`config.mk`:
```
export PLATFORM = sky130hd
export DESIGN_NAME = lcd_xfer_arbiter
export DESIGN_NICKNAME = d
export VERILOG_FILES = /design/src/rtl/lcd_pkg.sv /design/src/rtl/lcd_rr_arbiter.sv /design/src/rtl/lcd_xfer_arbiter.sv
export SDC_FILE = /design/constraint.sdc
export NUM_CORES = 1
export LEC_CHECK = 0
export BUFFER_PORTS_ARGS = -buffer_cell sky130_fd_sc_hd__buf_2
export CAP_MARGIN = 5
export CORE_MARGIN = 4
export CORE_UTILIZATION = 50
export DETAILED_ROUTE_END_ITERATION = 7
export HOLD_SLACK_MARGIN = 0.02
export PLACE_DENSITY_LB_ADDON = 0.2
export SLEW_MARGIN = 10
export SYNTH_ARGS = -nofsm -noshare
export SYNTH_HDL_FRONTEND = slang
export SYNTH_SLANG_ARGS = --single-unit
export TNS_END_PERCENT = 50
```
`constraint.sdc`:
```
create_clock -name CLK -period 4 [get_ports CLK]
set_input_delay 0.2 -clock CLK [delete_from_list [all_inputs] [get_ports CLK]]
set_output_delay 0.2 -clock CLK [all_outputs]
set_load 0.05 [all_outputs]
```
`src/rtl/lcd_pkg.sv`:
```
// rtl/lcd_pkg.sv - shared LCD widths, timing constants and arbiter state type
package lcd_pkg;

    localparam int LCD_DELAY_W = 21;
    localparam int LCD_CMD_W   = 5;
    localparam int LCD_RS_BIT  = 4;

    // Delay counts at a 50 MHz clock
    localparam logic [LCD_DELAY_W-1:0] T1US  = 21'd50;
    localparam logic [LCD_DELAY_W-1:0] T10US = 21'd500;
    localparam logic [LCD_DELAY_W-1:0] T53US = 21'd2650;

    typedef enum logic [2:0] {
        IDLE,
        SEND_HI,
        GAP,
        SEND_LO,
        ACK
    } lcd_arb_state_t;

    function automatic logic [LCD_CMD_W-1:0] mkCmd(input logic rs, input logic [3:0] nib);
        logic [LCD_CMD_W-1:0] c;
        c             = '0;
        c[3:0]        = nib;
        c[LCD_RS_BIT] = rs;
        return c;
    endfunction

endpackage

```
`src/rtl/lcd_rr_arbiter.sv`:
```
// rtl/lcd_rr_arbiter.sv - combinational round-robin winner pick starting after lastGrant
module lcd_rr_arbiter #(
    parameter int NREQ = 2
) (
    input  logic [NREQ-1:0] req,
    input  logic [1:0]      lastGrant,
    input  logic [NREQ-1:0] lockMask,
    output logic            valid,
    output logic [1:0]      idx
);

    logic [NREQ-1:0] eligible;

    assign eligible = req & lockMask;

    // Walk offsets from farthest to nearest so the requester right after lastGrant wins.
    always_comb begin
        valid = 1'b0;
        idx   = '0;
        for (int k = NREQ; k >= 1; k--) begin
            for (int j = 0; j < NREQ; j++) begin
                if (j == (int'(lastGrant) + k) % NREQ && eligible[j]) begin
                    valid = 1'b1;
                    idx   = 2'(j);
                end
            end
        end
    end

endmodule

```
`src/rtl/lcd_xfer_arbiter.sv`:
```
// rtl/lcd_xfer_arbiter.sv - shares one lcd_transfer nibble engine among NREQ requesters
// LCD_ARB_LOCK_EN: when defined, reqLock keeps the grant on the last winner.
module lcd_xfer_arbiter
    import lcd_pkg::*;
#(
    parameter int                      NREQ         = 2,
    parameter logic [LCD_DELAY_W-1:0]  NIBBLE_DELAY = 21'd500
) (
    input  logic                                CLK,
    input  logic                                RESET_N,
    input  logic [NREQ-1:0]                     req,
    input  logic [NREQ-1:0]                     reqRs,
    input  logic [NREQ-1:0][7:0]                reqData,
    input  logic [NREQ-1:0]                     reqNibble,
    input  logic [NREQ-1:0][LCD_DELAY_W-1:0]    reqDelay,
    input  logic [NREQ-1:0]                     reqLock,
    output logic [NREQ-1:0]                     ack,
    output logic                                xferSend,
    output logic [LCD_CMD_W-1:0]                xferCmd,
    output logic [LCD_DELAY_W-1:0]              xferDelay,
    input  logic                                xferDone,
    output logic                                busy,
    output logic [1:0]                          grantIdx
);

    lcd_arb_state_t          state;
    logic [1:0]              lastGrant;
    logic                    latRs;
    logic [3:0]              latLo;
    logic [LCD_DELAY_W-1:0]  latDelay;

    logic [NREQ-1:0]         lockMask;
    logic                    winValid;
    logic [1:0]              winIdx;
    logic                    selRs;
    logic                    selNibble;
    logic [7:0]              selData;
    logic [LCD_DELAY_W-1:0]  selDelay;
    logic [NREQ-1:0]         grantOneHot;

`ifdef LCD_ARB_LOCK_EN
    // A locked last winner is the only eligible requester, even while its req is low.
    always_comb begin
        lockMask = '1;
        for (int j = 0; j < NREQ; j++) begin
            if (j == int'(lastGrant) && reqLock[j]) begin
                lockMask    = '0;
                lockMask[j] = 1'b1;
            end
        end
    end
`else
    logic unusedLock;
    assign lockMask   = '1;
    assign unusedLock = ^reqLock;
`endif

    lcd_rr_arbiter #(.NREQ(NREQ)) u_rr (
        .req       (req),
        .lastGrant (lastGrant),
        .lockMask  (lockMask),
        .valid     (winValid),
        .idx       (winIdx)
    );

    always_comb begin
        selRs     = 1'b0;
        selNibble = 1'b0;
        selData   = '0;
        selDelay  = '0;
        for (int j = 0; j < NREQ; j++) begin
            if (j == int'(winIdx)) begin
                selRs     = reqRs[j];
                selNibble = reqNibble[j];
                selData   = reqData[j];
                selDelay  = reqDelay[j];
            end
        end
    end

    always_comb begin
        grantOneHot = '0;
        for (int j = 0; j < NREQ; j++) begin
            if (j == int'(grantIdx)) begin
                grantOneHot[j] = 1'b1;
            end
        end
    end

    always_ff @(posedge CLK or negedge RESET_N) begin
        if (!RESET_N) begin
            state     <= IDLE;
            xferSend  <= 1'b0;
            xferCmd   <= '0;
            xferDelay <= '0;
            ack       <= '0;
            busy      <= 1'b0;
            grantIdx  <= '0;
            lastGrant <= 2'(NREQ - 1);
            latRs     <= 1'b0;
            latLo     <= '0;
            latDelay  <= '0;
        end else begin
            ack <= '0;
            case (state)
                IDLE: begin
                    if (winValid) begin
                        grantIdx <= winIdx;
                        latRs    <= selRs;
                        latLo    <= selData[3:0];
                        latDelay <= selDelay;
                        busy     <= 1'b1;
                        xferSend <= 1'b1;
                        if (selNibble) begin
                            state     <= SEND_LO;
                            xferCmd   <= mkCmd(selRs, selData[3:0]);
                            xferDelay <= selDelay;
                        end else begin
                            state     <= SEND_HI;
                            xferCmd   <= mkCmd(selRs, selData[7:4]);
                            xferDelay <= NIBBLE_DELAY;
                        end
                    end
                end
                SEND_HI: begin
                    if (xferDone) begin
                        xferSend <= 1'b0;
                        state    <= GAP;
                    end
                end
                GAP: begin
                    xferSend  <= 1'b1;
                    xferCmd   <= mkCmd(latRs, latLo);
                    xferDelay <= latDelay;
                    state     <= SEND_LO;
                end
                SEND_LO: begin
                    if (xferDone) begin
                        xferSend <= 1'b0;
                        ack      <= grantOneHot;
                        state    <= ACK;
                    end
                end
                ACK: begin
                    lastGrant <= grantIdx;
                    busy      <= 1'b0;
                    state     <= IDLE;
                end
                default: begin
                    xferSend <= 1'b0;
                    busy     <= 1'b0;
                    state    <= IDLE;
                end
            endcase
        end
    end

endmodule

```
Word-level counts from Yosys, hierarchy flattened
Cells that the tools add are included.
{ "word_totals": {"reg_bits": 61, "wordCells": 80} }
{ "classes": {"add_sub_neg": 2, "n_eq_ne": 12, "n_mux": 34, "bitwise_logic": 4, "reduce_logical": 17} }
{ "op_table": {"columns": ["cell", "count"], "rows": [
  ["two-way mux 21 bit", 4],
  ["zero test 32 bit", 2],
  ["one-hot mux 21 bit (2 select lines)", 1],
  ["two-way mux 8 bit", 2],
  ["two-way mux 1 bit", 15],
  ["one-hot mux 3 bit (4 select lines)", 1],
  ["one-hot mux 5 bit (2 select lines)", 1],
  ["two-way mux 3 bit", 3],
  ["== test 3 x 2 -> 1 bit, second input constant", 2],
  ["two-way mux 2 bit", 3],
  ["AND reduction 2 bit", 3],
  ["AND reduction 3 bit", 2],
  ["two-way mux 5 bit", 1],
  ["== test 2 bit, first input constant", 2],
  ["logical AND 1 bit", 4],
  ["zero test 2 bit", 2],
  ["two-way mux 4 bit", 1],
  ["!= test 2 x 1 -> 1 bit, second input constant", 2],
  ["!= test 2 bit, second input constant", 2],
  ["one-hot mux 1 bit (4 select lines)", 1],
  ["== test 3 x 1 -> 1 bit, second input constant", 1],
  ["== test 3 bit, second input constant", 1],
  ["zero test 3 bit", 1],
  ["OR reduction 3 bit", 1],
  ["other kinds (7)", 11]
]} }

Logic depth before layout (Yosys ltp)
{ "depth": {"word_depth": 13, "mapped_depth": 7, "depth_no_buf": 4} }

Cells and area by module
A second synthesis with hierarchy kept.
{ "unflattened": {"cells_unflattened": 316, "hier_area_um2": 3209.3} }
{ "modules_own_cells": {"columns": ["mod", "instances", "cells_each", "area_each_um2", "seq_area_each_um2"], "rows": [
  ["lcd_xfer_arbiter", 1, 310, 3180.6, 1577.8],
  ["lcd_rr_arbiter", 1, 6, 28.8, 0.0]
]} }

Least setup slack after synthesis
OpenSTA, ideal clock, no wires.
{ "synth_timing": {"path_kind": "flip-flop to flip-flop", "startpoint": "register state[1]", "endpoint": "register xferDelay[14]", "setup_time_ps": 126, "arrival_ps": 1355, "required_ps": 3874, "setup_slack_ps": 2519, "stages_incl_launch_ff": 6, "path_buffers": 2, "cell_sequence": "dfrtp_1 -> buf_2 -> and2_1 -> clkbuf_1 -> a32o_1 -> a221o_1"} }
{ "synth_between": {"elab_chain_len": 3} }
{ "synth_rtl": {"columns": ["element", "line_no", "rtl"], "rows": [
  ["start, declared", "lcd_xfer_arbiter.sv:26", "lcd_arb_state_t state;"],
  ["start signal, assigned", "lcd_xfer_arbiter.sv:92", "state <= IDLE;"],
  ["start signal, assigned", "lcd_xfer_arbiter.sv:115", "state <= SEND_LO;"],
  ["start signal, assigned", "lcd_xfer_arbiter.sv:119", "state <= SEND_HI;"],
  ["== test 3 x 2 -> 1 bit / zero test 3 bit (equally long branches)", "lcd_xfer_arbiter.sv:105", "case (state)"],
  ["nonzero test 2 bit (no line) / != test 2 x 1 -> 1 bit (equally long branches)", null, null],
  ["AND reduction 2 bit (no line)", null, null],
  ["end signal, assigned", "lcd_xfer_arbiter.sv:117", "xferDelay <= selDelay;"],
  ["end signal, assigned", "lcd_xfer_arbiter.sv:134", "xferDelay <= latDelay;"],
  ["end, declared", "lcd_xfer_arbiter.sv:20", "output logic [LCD_DELAY_W-1:0] xferDelay,"]
]} }
Parallel ways exist; a longest one is shown, timed or not.
A chain may end at the register's enable or synchronous reset.

Worst setup path in the final report
{ "layout_timing": {"startpoint": "register state[1]", "endpoint": "register xferCmd[2]"} }
{ "layout_between": {"elab_chain_len": 3} }
{ "layout_rtl": {"columns": ["element", "line_no", "rtl"], "rows": [
  ["== test 3 x 2 -> 1 bit / zero test 3 bit (equally long branches)", "lcd_xfer_arbiter.sv:105", null],
  ["nonzero test 2 bit (no line) / != test 2 x 1 -> 1 bit (equally long branches)", null, null],
  ["AND reduction 2 bit (no line)", null, null],
  ["end signal, assigned", "lcd_xfer_arbiter.sv:116", "xferCmd <= mkCmd(selRs, selData[3:0]);"],
  ["end signal, assigned", "lcd_xfer_arbiter.sv:120", "xferCmd <= mkCmd(selRs, selData[7:4]);"],
  ["end signal, assigned", "lcd_xfer_arbiter.sv:133", "xferCmd <= mkCmd(latRs, latLo);"],
  ["end, declared", "lcd_xfer_arbiter.sv:19", "output logic [LCD_CMD_W-1:0] xferCmd,"]
]} }
Parallel ways exist; a longest one is shown, timed or not.

==> results_dict.tcl <==
set metrics [dict create \
    grt_max_degree 62 \
    regArea_um2 1528 \
    num_vias 2522 \
    syn_area_per_cell_um2 11.01 \
    drc_errors 0 \
    synth_cell_types 40 \
    viasPerCell 5.655 \
    clockBufferDepth 2 \
    ios 101 \
    regToRegSetupSlack_ns 1.73 \
    wirelength_um 7523 \
    dr.pass1.iters 4 \
    hold_class "input pin to asynchronous set/reset pin" \
    ys_ff_latch 61 \
    fin_cells 446 \
    clk_latency_ns 0.33 \
    syn_nets 349 \
    port_buffers 97 \
    post-cts-setup-buffer-count 0 \
    synth_top_area_share_pct 48.70 \
    cts-root-buf "clkbuf_8" \
    synthArstFlopShare_pct 100.0 \
    place_inst 431 \
    synth_top_area_cell "dfrtp_1" \
    maxCapViolCount 0 \
    fin_crit_sh_pct 56.72 \
    grt_pass1_vias 2560 \
    cpPeakStageDelay_ns 0.62 \
    critPathLaunchType "register" \
    diodes 0 \
    finalCriticalPeriod_ns 2.269 \
    overflow 0 \
    fin_nets 436 \
    required_ns 4.26 \
    final_common_cell "buf_2" \
    clkSinkCount 61 \
    dp_hpwl_um 5076 \
    synth_warnings 0 \
    synth-xor-area-share_pct 0.2841 \
    cts_resized 0 \
    cts_hold_buf 0 \
    design_area_um2 3700 \
    tightestPinTransition_ns 0.8773 \
    worstSetupEndpointType "register" \
    holdWs_ns 0.03873 \
    setup_tns_ns 0 \
    path_cells "nor3_4, o21ai_4, buf_4, a211oi_1, a221o_1" \
    fmax_mhz 440.8 \
    postSynthCellCount 280 \
    status "finished, final reports clean" \
    slew_headroom_pct 41.52 \
    cts-buffers-inserted 9 \
    muxShareOfSynthArea_pct 10.11 \
    synthSimpleGateAreaFrac_pct 9.416 \
    place_area_um2 3522 \
    htreeDepth 3 \
    syn_area_um2 3083 \
    setup_viol_count_final 0 \
    drive_gt1_share_pct 33.69 \
    antenna_found_initial 0 \
    slowest_stage "nor3_4" \
    initial_utilization_pct 51.76 \
    ant_nets 0 \
    synth_top_family_by_area "compound AO/OA/AOI/OAI gates" \
    rows 28 \
    core_um2 5956 \
    final.fill_count 507 \
    clkTransAtPathRegs_ns 0.06 \
    crit_type "register to register" \
    dieHeight_um 86.53 \
    p_per_area_nw_per_um2 809.3 \
    synth-seq-area-share_pct 49.55 \
    drtIter0Drc 116 \
    die_x_um 86.53 \
    p_leak_uw 0.001796 \
    synth_edf_count 0 \
    mostFrequentLayoutCells "buf_2 (97), dfrtp_1 (60), nand2_1 (36)" \
    place.gp.congestion 0.7792 \
    ys_top_cells_by_area "dfrtp_1 (49%), mux2i_1 (9.7%), a221o_1 (5.8%)" \
    syn_to_final_growth_pct 20.01 \
    die_area_um2 7487 \
    groute.usage.overall_pct 21.40 \
    grt_pass1_wl_um 12460 \
    synth_compound_area_share_pct 24.19 \
    fin_skew_ns 0.007132 \
    ys.flop_type "dfrtp_1" \
    routedWlPerCell_um 16.87 \
    rsz0062_at_grt "no" \
    crit_arrival_ns 2.53 \
    finalHoldViolations 0 \
    synthAdderAreaFrac_pct 0 \
    slew_viol_final 0 \
    multi_input_area_um2 1368 \
    cts_tree "yes" \
    vdd_drop_max_mv 0.4117 \
    cp_max_fo 41 \
]
per-layer routing:
layer,up-vias,global-route usage (%),wire [µm]
li1,1227,-,-
met1,1185,28.06,3238
met2,96,33.59,3554
met3,14,5.038,591
met4,0,10.06,138
met5,-,0,0
worst max-delay path, delay by kind of cell (launching register included):
kind	cells	cell delay [ns]
compound gates	3	0.67
flops	1	0.55
buf+inv	1	0.34
simple gates	1	0.62
synth_stat cells, drive strengths merged, types with 2 or more instances:
cell type,instances
a211oi,9
a221o,18
a22oi,2
a31oi,2
a32o,13
and2,2
buf,19
clkbuf,6
dfrtp,60
inv,4
mux2i,30
nand2,36
nand3,2
nor2,14
nor2b,5
nor3,3
o211ai,3
o21ai,28
o22ai,6
o32ai,6
metrics by stage:
step                power [µW]  setup WS [ns]  util (%)
floorplan                 2201          2.519         -
global placement          2479          1.779     59.14
detailed placement        2518          1.737     59.14
CTS                       3023          1.714     62.12
global route              3201          1.545     62.12
finish                    2994          1.731     62.12
path summary, 6_finish.rpt:
kind / cells after the start / end / startpoint
min in group CLK: 2 / state[0] / xferDone
setup reg to reg: 5 / xferCmd[2] / state[1]
max in group asynchronous: 2 / latDelay[20] / RESET_N
hold reg to reg: 2 / latDelay[17] / latDelay[17]
setup / recovery: 5 / xferCmd[2] / state[1]
hold / removal: 2 / busy / RESET_N
final cells by class:
class | instances | share of cell area [%]
flip-flops and latches | 61 | 41.29
well taps | 75 | 2.536
clock inverters | 1 | 0.1353
inverters | 4 | 0.4735
multi-input cells | 190 | 36.96
clock buffers | 14 | 4.667
repair buffers | 101 | 13.93
flip-flops by register name, indices dropped and copies added (netlist names):
signal / cells
latDelay: 21
xferDelay: 21
xferCmd: 5
latLo: 4
state: 3
ack: 2
busy: 1
grantIdx: 1
lastGrant: 1
latRs: 1
xferSend: 1
power breakdown:
group          switching (µW)  total [µW]  internal [µW]  leakage [µW]
Combinational             963        1410            444      0.000945
Sequential                196        1090            898      0.000759
Clock                     221         493            272     0.0000926
Total                    1380        2990           1610       0.00180
kinds of logic after synthesis:
group / count (synthesis)
AOI/OAI and AO/OA: 93
and+or+nand+nor: 64
DFF: 61
muxes: 31
buffers and inverters: 29
xor gates and xnor gates: 1
other: 1
No activity file was read; power rests on OpenSTA's default activity.
